$ cat src/rtl/index_ea_sequencer_pkg.sv
// Shared types and constants for the MIX index-register / effective-address sequencer.
// Latency: none (types and constants only).
// Backpressure: not applicable.
package index_ea_sequencer_pkg;

    localparam int MAG_W  = 12;
    localparam int N_IDX  = 6;
    localparam int WORD_W = MAG_W + 1;

    // Sign-magnitude MIX value: sign=1 means minus; -0 is a legal, distinct value.
    typedef struct packed {
        logic             sign;
        logic [MAG_W-1:0] mag;
    } word13_t;

    localparam logic [2:0] IDX_NONE = 3'd0;
    localparam logic [2:0] IDX_BAD  = 3'd7;

    typedef enum logic [1:0] {
        ST_IDLE,
        ST_LATCH,
        ST_ADD,
        ST_DONE
    } state_t;

    // True when an index code names a real register (1..N_IDX).
    function automatic logic idx_in_file(input logic [2:0] i);
        return (i != IDX_NONE) && (int'(i) <= N_IDX);
    endfunction

endpackage

$ cat src/rtl/index_ea_sequencer_add.sv
// Combinational 13-bit sign-magnitude adder for M = AA + rIi.
// Latency: 0 cycles (pure combinational).
// Backpressure: none; the caller registers the result.
module sm_add13
    import index_ea_sequencer_pkg::*;
(
    input  logic [WORD_W-1:0] a,
    input  logic [WORD_W-1:0] b,
    output logic [WORD_W-1:0] sum,
    output logic              ovf
);

    word13_t          a_w;
    word13_t          b_w;
    word13_t          sum_w;
    logic [MAG_W:0]   mag_add;

    assign a_w     = a;
    assign b_w     = b;
    assign mag_add = {1'b0, a_w.mag} + {1'b0, b_w.mag};
    assign sum     = sum_w;

    // Same signs add magnitudes; different signs subtract smaller from larger.
    // Ties keep the sign of a, so AA + (+0) returns AA bit-exact, -0 included.
    always_comb begin
        sum_w = '0;
        ovf   = 1'b0;
        if (a_w.sign == b_w.sign) begin
            sum_w.sign = a_w.sign;
            sum_w.mag  = mag_add[MAG_W-1:0];
            ovf        = mag_add[MAG_W];
        end else if (a_w.mag >= b_w.mag) begin
            sum_w.sign = a_w.sign;
            sum_w.mag  = a_w.mag - b_w.mag;
        end else begin
            sum_w.sign = b_w.sign;
            sum_w.mag  = b_w.mag - a_w.mag;
        end
    end

endmodule

$ cat src/rtl/index_ea_sequencer.sv
// Owns index registers rI1..rI6 and sequences M = AA + rIi for each decoded instruction.
// Latency: out_valid rises 3 clocks after the accept edge (counting it); one instruction per 4 clocks.
// Backpressure: in_ready only in IDLE; results hold in DONE until out_ready; writeback never stalls.
module index_ea_sequencer
    import index_ea_sequencer_pkg::*;
(
    input  logic              clk,
    input  logic              rst_n,
    input  logic              in_valid,
    output logic              in_ready,
    input  logic [WORD_W-1:0] in_aa,
    input  logic [2:0]        in_idx,
    input  logic [7:0]        in_tag,
    output logic              out_valid,
    input  logic              out_ready,
    output logic [WORD_W-1:0] out_m,
    output logic [7:0]        out_tag,
    output logic              out_ovf,
    output logic              out_badidx,
    input  logic              wr_en,
    input  logic [2:0]        wr_idx,
    input  logic [WORD_W-1:0] wr_data,
    input  logic [2:0]        rd_idx,
    output logic [WORD_W-1:0] rd_data
);

    state_t      state;
    word13_t     ri_q [N_IDX];
    word13_t     aa_q;
    logic [2:0]  idx_q;
    logic [7:0]  tag_q;
    word13_t     opnd_q;
    word13_t     file_rd;
    word13_t     opnd_next;
    word13_t     dbg_rd;
    logic [WORD_W-1:0] sum;
    logic        sum_ovf;

    // Index file: writeback lands at the clock edge in any state; codes 0 and 7 hit nothing.
    always_ff @(posedge clk or negedge rst_n) begin
        if (!rst_n) begin
            for (int k = 0; k < N_IDX; k++) begin
                ri_q[k] <= '0;
            end
        end else if (wr_en) begin
            for (int k = 0; k < N_IDX; k++) begin
                if (wr_idx == 3'(k + 1)) begin
                    ri_q[k] <= wr_data;
                end
            end
        end
    end

    // Front-panel read: codes with no register read as +0.
    always_comb begin
        dbg_rd = '0;
        for (int k = 0; k < N_IDX; k++) begin
            if (rd_idx == 3'(k + 1)) begin
                dbg_rd = ri_q[k];
            end
        end
    end

    assign rd_data = dbg_rd;

    // Operand select for LATCH: a same-cycle writeback to the latched register wins over the stale copy.
    always_comb begin
        file_rd = '0;
        for (int k = 0; k < N_IDX; k++) begin
            if (idx_q == 3'(k + 1)) begin
                file_rd = ri_q[k];
            end
        end
        opnd_next = file_rd;
        if (wr_en && idx_in_file(idx_q) && (wr_idx == idx_q)) begin
            opnd_next = wr_data;
        end
    end

    sm_add13 u_add (
        .a   (aa_q),
        .b   (opnd_q),
        .sum (sum),
        .ovf (sum_ovf)
    );

    // Sequencer FSM with registered handshake and result outputs.
    always_ff @(posedge clk or negedge rst_n) begin
        if (!rst_n) begin
            state      <= ST_IDLE;
            in_ready   <= 1'b1;
            aa_q       <= '0;
            idx_q      <= IDX_NONE;
            tag_q      <= '0;
            opnd_q     <= '0;
            out_valid  <= 1'b0;
            out_m      <= '0;
            out_tag    <= '0;
            out_ovf    <= 1'b0;
            out_badidx <= 1'b0;
        end else begin
            case (state)
                ST_IDLE: begin
                    if (in_valid) begin
                        aa_q     <= in_aa;
                        idx_q    <= in_idx;
                        tag_q    <= in_tag;
                        in_ready <= 1'b0;
                        state    <= ST_LATCH;
                    end
                end
                ST_LATCH: begin
                    opnd_q <= opnd_next;
                    state  <= ST_ADD;
                end
                ST_ADD: begin
                    out_m      <= sum;
                    out_ovf    <= sum_ovf;
                    out_badidx <= (idx_q == IDX_BAD);
                    out_tag    <= tag_q;
                    out_valid  <= 1'b1;
                    state      <= ST_DONE;
                end
                ST_DONE: begin
                    if (out_ready) begin
                        out_valid <= 1'b0;
                        in_ready  <= 1'b1;
                        state     <= ST_IDLE;
                    end
                end
                default: begin
                    in_ready  <= 1'b1;
                    out_valid <= 1'b0;
                    state     <= ST_IDLE;
                end
            endcase
        end
    end

endmodule
$ cat config.mk
export PLATFORM = sky130hd
export DESIGN_NAME = index_ea_sequencer
export DESIGN_NICKNAME = d
export VERILOG_FILES = /design/src/rtl/index_ea_sequencer_pkg.sv /design/src/rtl/index_ea_sequencer_add.sv /design/src/rtl/index_ea_sequencer.sv
export SDC_FILE = /design/constraint.sdc
export NUM_CORES = 1
export LEC_CHECK = 0
export BUFFER_PORTS_ARGS = -buffer_cell sky130_fd_sc_hd__buf_4
export CORE_UTILIZATION = 60
export CTS_BUF_LIST = sky130_fd_sc_hd__clkbuf_16
export DETAILED_ROUTE_END_ITERATION = 7
export PLACE_DENSITY = 0.93
export SETUP_SLACK_MARGIN = 0.2
export SLEW_MARGIN = 20
export SYNTH_ARGS = -nofsm -noshare
export SYNTH_HDL_FRONTEND = slang
export SYNTH_SLANG_ARGS = --single-unit
export TNS_END_PERCENT = 50
$ cat constraint.sdc
create_clock -name clk -period 3.5 [get_ports clk]
set_input_delay 0.175 -clock clk [delete_from_list [all_inputs] [get_ports clk]]
set_output_delay 0.175 -clock clk [all_outputs]
set_load 0.02 [all_outputs]
# == After elaboration in Yosys (flattened, before gate mapping) ==
# Cells that the tools add are included.
# totals
inputBits,48
word_cells,97
register_bits,142
out_inout_bits,38
# classes
eq_ne,26
order_cmp,2
n_reduce_logical,17
addsub,3
mux,24
# op_table
operator,count
13-bit 2-to-1 mux,15
3-bit == test (second input constant),10
12-bit subtractor,2
3-bit by 2-bit == test with 1-bit output (second input constant),6
2-bit AND reduction,9
12-bit by 12-bit adder with 13-bit output,1
12-bit greater-or-equal comparator,1
3-bit by 1-bit == test with 1-bit output (second input constant),3
2-bit case mux with 4 select lines,1
2-bit == test (second input constant),2
1-bit 2-to-1 mux,4
2-bit 2-to-1 mux,2
2-bit inequality test (second input constant),2
1-bit case mux with 2 select lines,2
2-bit nonzero test,2
3-bit == test,1
3-bit less-or-equal comparator (second input constant),1
1-bit logical AND,3
3-bit AND reduction,1
3-bit nonzero test,1
2-bit by 1-bit == test with 1-bit output (second input constant),1
2-bit logical NOT,1
1-bit == test,1

# == Depth between registers and ports, before layout ==
# Gate-level depths: netlist of the first run.
# depth
ltp_word,8
mapped_depth,12
ltp_nobuf,11

# == Modules after synthesis ==
# From an unflattened synthesis of the first run, not the netlist that was laid out.
# hier_totals
cells_unflattened,785
hier_area_um2,8625.8
# modules_own_cells
module,seq_area_each_um2,n_inst,cells_per_inst,area_per_inst_um2
index_ea_sequencer,3554.7,1,546,6926.6
sm_add13,0.0,1,239,1699.1

# == Worst setup path before layout of the first run ==
# Ideal clock, no wire load.
# synth_timing
path_kind,flip-flop to flip-flop
start,register aa_q[0] (netlist bit)
end,register out_m[8]
n_path_buf,0
arrival_ns,2.541
setup_slack_ns,0.834
required_time_ns,3.375
path_stages_with_launch,12
setup_time_ns,0.125
period_less_slack_ns,2.666
path_cell_list,dfrtp_1 inv_1 ha_1 fa_1 nand3b_1 a311o_1 o2111ai_2 nand2_2 mux2_4 mux2i_4 xnor2_1 mux2_4
# synth_via
elab_chain_len,3
word_cells_on_any_way,6
classes_between,3 x add/sub; 1 x order compare; 2 x mux
# synth_lines
item,line_no,source
"start, declared",index_ea_sequencer.sv:29,word13_t aa_q;
"start signal, assigned",index_ea_sequencer.sv:105,aa_q <= in_aa;
"12-bit subtractor, or another cell as far along",index_ea_sequencer_add.sv:37,sum_w.mag = b_w.mag - a_w.mag;
13-bit 2-to-1 mux,index_ea_sequencer_add.sv:32,end else if (a_w.mag >= b_w.mag) begin
13-bit 2-to-1 mux (*),index_ea_sequencer_add.sv:28,if (a_w.sign == b_w.sign) begin
"end signal, assigned",index_ea_sequencer.sv:117,out_m <= sum;
"end, declared",index_ea_sequencer.sv:16,"output logic [WORD_W-1:0] out_m,"
# Every way passes the cells marked *; elsewhere a longest branch is shown, timed or not.
# A chain may end at the register's enable or synchronous reset.

# == Worst setup path after layout of the first run ==
# layout_timing
start,register aa_q[1] (netlist bit)
end,register out_m[10]
# Same word-level chain as after synthesis.

==> impl_metrics.toml, run 1 <==
[route]
wl_met1_um = 8910
top_layer = "met4"
detail_route.drc_violations = 1
drt-total-wl_um = 22200
ant_nets = 0
met3_length_um = 1790
route.detailed.wl_per_inst_um = 19.7
firstDrtPassIters = 8
dr_total_vias = 7149
met2_length_um = 10800
drt_iter0_drc = 711
vias_per_cell = 6.35

[yosys]
yosys_warnings = 0
yosysSeqAreaShare_pct = 41.5
yosys.area.top_type_share_pct = 41.2
ys_types = 66
syn_nets = 934
synth_edf_count = 0
synth_area_um2 = 8560
yosys.area.top_type = "dfrtp_1"
yosys_register_bits = 142
synthTopCellsByArea = "dfrtp_1 (41%), mux2_2 (17%), ha_1 (5.8%)"
synthCells = 843
synth_top_flop_cell = "dfrtp_1"
synthArstFlopShare_pct = 100
syn_avg_cell_area_um2 = 10.2

[die]
ioPinCount = 86
die_w_um = 121
row_count = 43
coreArea_um2 = 13900
start_util_pct = 61.7
dieArea_um2 = 14800
die_h_um = 121

[power_and_ir_drop]
power_density_nw_per_um2 = 1000
peakVddDrop_uv = 539
p_leak_nw = 4.52

[timing]
fmax_mhz = 330
worst_pin_slew_ps = 975
rsz0062_at_grt = "false"
slew-limit-headroom_pct = 34.6
setup_violations = 0
min_period_over_period_pct = 86.5
finalMaxSlewViolations = 0
min_period_ps = 3030
fin_worst_skew_ps = 7.44
finalHoldViolations = 0
setup_ws_ps = 473
fin_tns_setup_ps = 0

[clocking]
cts_buffers = 17
cts-root-buf = "clkbuf_16"
htree_levels = 4
clkLatencyLatePin_ps = 440
clock_path_buffers = 2
cts.sinks = 142
clk_pin_slew_ps = 60
cts_tree = "done"
cts_resized = 0

[run_status]
violations = "DRC"
run_status = "finished, violations left"

[worst_setup_path]
critical_path_required_ps = 3870
worstPathCellList = "inv_1 -> fa_1 -> nand3b_1 -> a311o_1 -> o2111ai_2 -> nand2_2 -> o311a_1 -> a2111oi_0 -> nand3b_1"
crit_buf_inv = 1
critical-path-top-delay-family = "compound AO/OA/AOI/OAI gates"
slowest_delay_ps = 500
crit_path_end_kind = "flip-flop"
cp_common_cell = "nand3b_1"
crit_slowest_cell = "dfrtp_1"
crit_arrival_ps = 3400
critPathKind = "reg2reg"
cp_max_fo = 9
start_kind = "flip-flop"

[cells_and_area]
num-fill-cells = 924
final_common_cell = "dfrtp_1"
seqCellArea_um2 = 3550
nNetsFinal = 1023
fin_util_pct = 73.1
drive_above_1_share_pct = 29.5
fin_area_um2 = 10100
insertedDiodeCount = 0
syn_to_final_growth_pct = 18.5
multi_input_area_um2 = 4580
final_cells = 1125
final_cell_mix = "dfrtp_1 (141), mux2_2 (128), buf_4 (102)"

[min_path]
hp-class = "in2reg"

[grt]
grt-ovfl-total = 0
grt_pass1_wl_um = 35700
grt_max_degree = 105
grt_usage_pct = 31.6
antenna_found_initial = 0
grt_pass1_vias = 7074

[place]
dp.cells = 1069
place.gp.congestion = 0.969
portBuffers = 85
postPlaceCellArea_um2 = 9330
hpwl_um = 14300
pre_cts_ws_ps = 551

[job]
cap_violations = 0
## synth_stat cells (4+ instances only)
| cell | count |
|---|---|
| buf_4 | 4 |
| ha_1 | 40 |
| nor3_1 | 10 |
| a21oi_1 | 75 |
| clkbuf_1 | 41 |
| a31oi_1 | 21 |
| nor2b_1 | 17 |
| dfrtp_1 | 141 |
| nand3b_1 | 6 |
| o221ai_1 | 23 |
| mux2_2 | 128 |
| o21ai_0 | 30 |
| o21bai_1 | 4 |
| mux2i_1 | 16 |
| nand2b_1 | 6 |
| a221oi_1 | 13 |
| xnor2_1 | 7 |
| nand2_1 | 63 |
| a21o_1 | 6 |
| nand3_1 | 7 |
| inv_1 | 46 |
| and2_1 | 4 |
| buf_1 | 6 |
| buf_6 | 4 |
| nor2_1 | 59 |
## through the flow
step / hold WS (ps) / total power [mW]
floorplan: -121 / 6.87
global placement: 358 / 8.03
detailed placement: 357 / 8.21
CTS: 1.62 / 10.1
global route: 2.04 / 10.8
finish: 16.6 / 10.2
## layout make-up
type / count / share of cell area [%]
flip-flops and latches: 142 / 35.0
repair buffers: 128 / 10.2
inverters: 46 / 1.70
clock buffers: 17 / 4.19
clock inverters: 15 / 1.44
multi-input cells: 597 / 45.2
well taps: 180 / 2.22
## report_power, final
group          switching, mW  internal [mW]
clock                  0.723           1.05
combinational           3.10           2.50
sequential             0.571           2.24
## final timing paths
path | from | end | slack (ps) | depth (start not counted)
min in group asynchronous | rst_n | out_m[11] | 420 | 2
max reg2reg | aa_q[1] | out_m[10] | 470 | 9
min | in_idx[1] | idx_q[1] | 20 | 2
max | aa_q[1] | out_m[10] | 470 | 9
min reg2reg | out_badidx | out_badidx | 500 | 1
max in group asynchronous | rst_n | in_ready | 2300 | 3
## sequential cells by signal, summed over array words and instances (netlist names)
| name | cells |
|---|---|
| ri_q | 78 |
| aa_q | 13 |
| opnd_q | 13 |
| out_m | 13 |
| out_tag | 8 |
| tag_q | 8 |
| idx_q | 3 |
| state | 2 |
| in_ready | 1 |
| out_badidx | 1 |
| out_ovf | 1 |
| out_valid | 1 |
## what timing repair did
action / in CTS / in global routing
hold endpoints to repair: 126 / 0
hold buffers: 24 / 0
setup buffers: 0 / 0
## logic make-up (layout without fill, tap and decap cells)
logic type	Yosys count	in the layout	share of synthesized area, %
xor+xnor	9	9	0.921
buf+inv	104	206	5.13
mux	147	147	19.3
fa+ha+maj	43	43	6.55
flops	142	142	41.5
simple gates	189	189	10.4
compound gates	209	209	16.2
## per-layer routing
layer	up-vias	GRT usage, %
li1	3202	-
met1	3498	39.5
met2	380	52.2
met3	69	7.38
met4	0	13.8
met5	-	0
No activity file was read; power rests on OpenSTA's default activity.
==> inputs of run 2 (changes only) <==
--- a/config.mk
+++ b/config.mk
@@ -5,7 +5,9 @@
 export SDC_FILE = /design/constraint.sdc
 export NUM_CORES = 1
 export LEC_CHECK = 0
+export ABC_AREA = 1
 export BUFFER_PORTS_ARGS = -buffer_cell sky130_fd_sc_hd__buf_4
+export CORE_MARGIN = 10
 export CORE_UTILIZATION = 60
 export CTS_BUF_LIST = sky130_fd_sc_hd__clkbuf_16
 export DETAILED_ROUTE_END_ITERATION = 7
==> run 2 against run 1 <==
The run now ends clean. Clock power hardly changed. Global-route usage is 6.7 points lower. Combinational power is 2% higher. Via count is 16% higher. Wire length grew 11%. Register-to-register slack better by 430 ps. Die area grew 33%. Sequential power is 6% lower. First-iteration DRC count is 25% higher. Largest power group unchanged.
==> impl_metrics.toml, run 2 <==
[cells_and_area]
fin_util_pct = 71.7
multi_input_area_um2 = 4220
num-fill-cells = 1121
insertedDiodeCount = 0
syn_to_final_growth_pct = 16.3
final_common_cell = "nand2_1"
final_cells = 1458
nNetsFinal = 1357
drive_above_1_share_pct = 10.6
seqCellArea_um2 = 3550
final_cell_mix = "nand2_1 (364), inv_1 (168), dfrtp_1 (141)"
fin_area_um2 = 10000
largest_register_ffs = 78
top_register = "ri_q"

[worst_setup_path]
critPathKind = "reg2reg"
crit_path_end_kind = "flip-flop"
cp_max_fo = 12
r2r_cells = 13
rr_endpoint = "out_m[11]"
rrSetupSlack_ps = 900
critical_path_required_ps = 3860
crit_arrival_ps = 2960
start_kind = "flip-flop"
r2r_start = "aa_q[9]"

[route]
dr_total_vias = 8299
ant_nets = 0
detail_route.drc_violations = 0
drt-total-wl_um = 24700
vias_per_cell = 5.69
firstDrtPassIters = 5
drt_iter0_drc = 890
route.detailed.wl_per_inst_um = 16.9

[place]
postPlaceCellArea_um2 = 9330
pre_cts_ws_ps = 954
dp.cells = 1413
place.gp.congestion = 0.965
portBuffers = 85
hpwl_um = 17000

[yosys]
synthSimpleGateAreaFrac_pct = 23.6
ys_types = 32
yosysSeqAreaShare_pct = 41.2
post_synth_fa_ha_maj_area_fraction_pct = 6.50
synthCells = 1192
synth_area_um2 = 8620
synth_mux_area_share_pct = 1.31
yosysMostFrequentCell = "nand2_1"
synth_edf_count = 0
yosys_warnings = 0
synthArstFlopShare_pct = 100
synth_compound_area_share_pct = 15.5
syn_nets = 1283
synthTopCellsByArea = "dfrtp_1 (41%), nand2_1 (16%), inv_1 (7.3%)"
yosys.area.top_type = "dfrtp_1"
syn_avg_cell_area_um2 = 7.23
synth_xor_area_share_pct = 1.93
synth_top_family_by_area = "simple AND/OR/NAND/NOR gates"
yosys.area.top_type_share_pct = 40.9
synth_commonest_cells = "nand2_1 (364), inv_1 (167), dfrtp_1 (141), o21ai_0 (123), nor2_1 (86)"
synth_top_flop_cell = "dfrtp_1"
yosys_register_bits = 142

[timing]
slew-limit-headroom_pct = 23.5
finalMaxSlewViolations = 0
worst_pin_slew_ps = 1140
finalHoldViolations = 0
holdWs_ps = 15.5
min_period_ps = 2600
min_period_over_period_pct = 74.3
fin_tns_setup_ps = 0
fmax_mhz = 385
rsz0062_at_grt = "false"
setup_violations = 0
setup_ws_ps = 900
fin_worst_skew_ps = 10.5

[grt]
grt_max_degree = 93
grt_pass1_vias = 8198
antenna_found_initial = 0
grt_pass1_wl_um = 40500
grt-ovfl-total = 0
grt_usage_pct = 24.9

[min_path]
hold_depth = 3
min_from = "in_idx[1]"
hp-class = "in2reg"
holdPathEnd = "idx_q[1]"

[clocking]
clkLatencyLatePin_ps = 430
cts-root-buf = "clkbuf_16"
clock_path_buffers = 2
clk_pin_slew_ps = 60
htree_levels = 4
cts_buffers = 17
cts.sinks = 142
cts_tree = "done"

[run_status]
run_status = "finished, final reports clean"

[power_and_ir_drop]
peakVddDrop_uv = 440
power_density_nw_per_um2 = 1010
p_leak_nw = 5.32
finalPower_mw = 10.1

[die]
start_util_pct = 61.6
die_h_um = 140
row_count = 43
ioPinCount = 86
coreArea_um2 = 14000
die_w_um = 140
dieArea_um2 = 19600

[job]
cap_violations = 0
==> run 2: cell types whose count changed in the layout (fill, tap and decap cells not counted), sizes merged, moves of 17 or more <==
cell	delta
mux2	-120
o221ai	-22
nor2b	-17
inv	+119
nor2	+27
nand2	+300
o21ai	+94
nand3	+37
mux2i	-17
a31oi	-18
o22ai	+22
==> run 2: layout make-up <==
class,instances,area share (%)
Clock inverter,14,1.27
Sequential cell,142,35.5
Clock buffer,17,4.24
Multi-Input combinational cell,831,42.1
Tap cell,180,2.25
Inverter,169,6.33
Timing Repair Buffer,105,8.37
==> run 2: worst max path at each step <==
| stage | from | end | slack (ps) | depth (start not counted) |
|---|---|---|---|---|
| after floorplan | aa_q[0] | out_m[10] | 1560 | 16 |
| after global placement | aa_q[9] | out_m[11] | 1070 | 12 |
| after detailed placement | aa_q[9] | out_m[11] | 950 | 12 |
| after CTS | aa_q[2] | out_m[11] | 910 | 15 |
| after global routing | aa_q[9] | out_m[11] | 680 | 13 |
| final | aa_q[9] | out_m[11] | 900 | 13 |
==> run 2: cells by family after synthesis <==
| logic type | Yosys count |
|---|---|
| adder cells (fa/ha/maj) | 43 |
| XOR/XNOR | 19 |
| flip-flops | 142 |
| AND/OR/NAND/NOR | 513 |
| AO/OA/AOI/OAI | 246 |
| multiplexers | 10 |
| buffers and inverters | 219 |
==> run 2: timing repair <==
| action | 4_1_cts | 5_1_grt |
|---|---|---|
| setup buffers | 0 | 0 |
| hold buffers | 14 | 0 |
| gates resized for setup | 0 | 0 |
| hold endpoints to repair | 104 | 0 |
==> run 2: worst max-delay path, cell delays in order (launching register included) <==
cell,delay (ps)
dfrtp_1,380
inv_1,70
ha_1,460
nand2_1,120
nand2_1,70
a21oi_1,210
nand2_1,80
nor2_1,640
nand2_1,100
nand3_1,130
nand2_1,70
nand2_1,50
nand3_1,70
nand2_1,70
==> run 2: per-layer routing <==
metal | GRT usage [%] | wire length (µm) | part of all wire (%) | vias up
li1 | - | - | - | 3944
met1 | 30.9 | 10200 | 41 | 3822
met2 | 41.3 | 11800 | 48 | 462
met3 | 4.90 | 2020 | 8.2 | 71
met4 | 10.4 | 672 | 2.7 | 0
met5 | 0 | 0 | 0 | -
==> run 2: where the power goes <==
group	switching, mW	internal [mW]
clock network	0.707	1.03
registers	0.442	2.19
logic	3.74	1.97
total	4.89	5.20
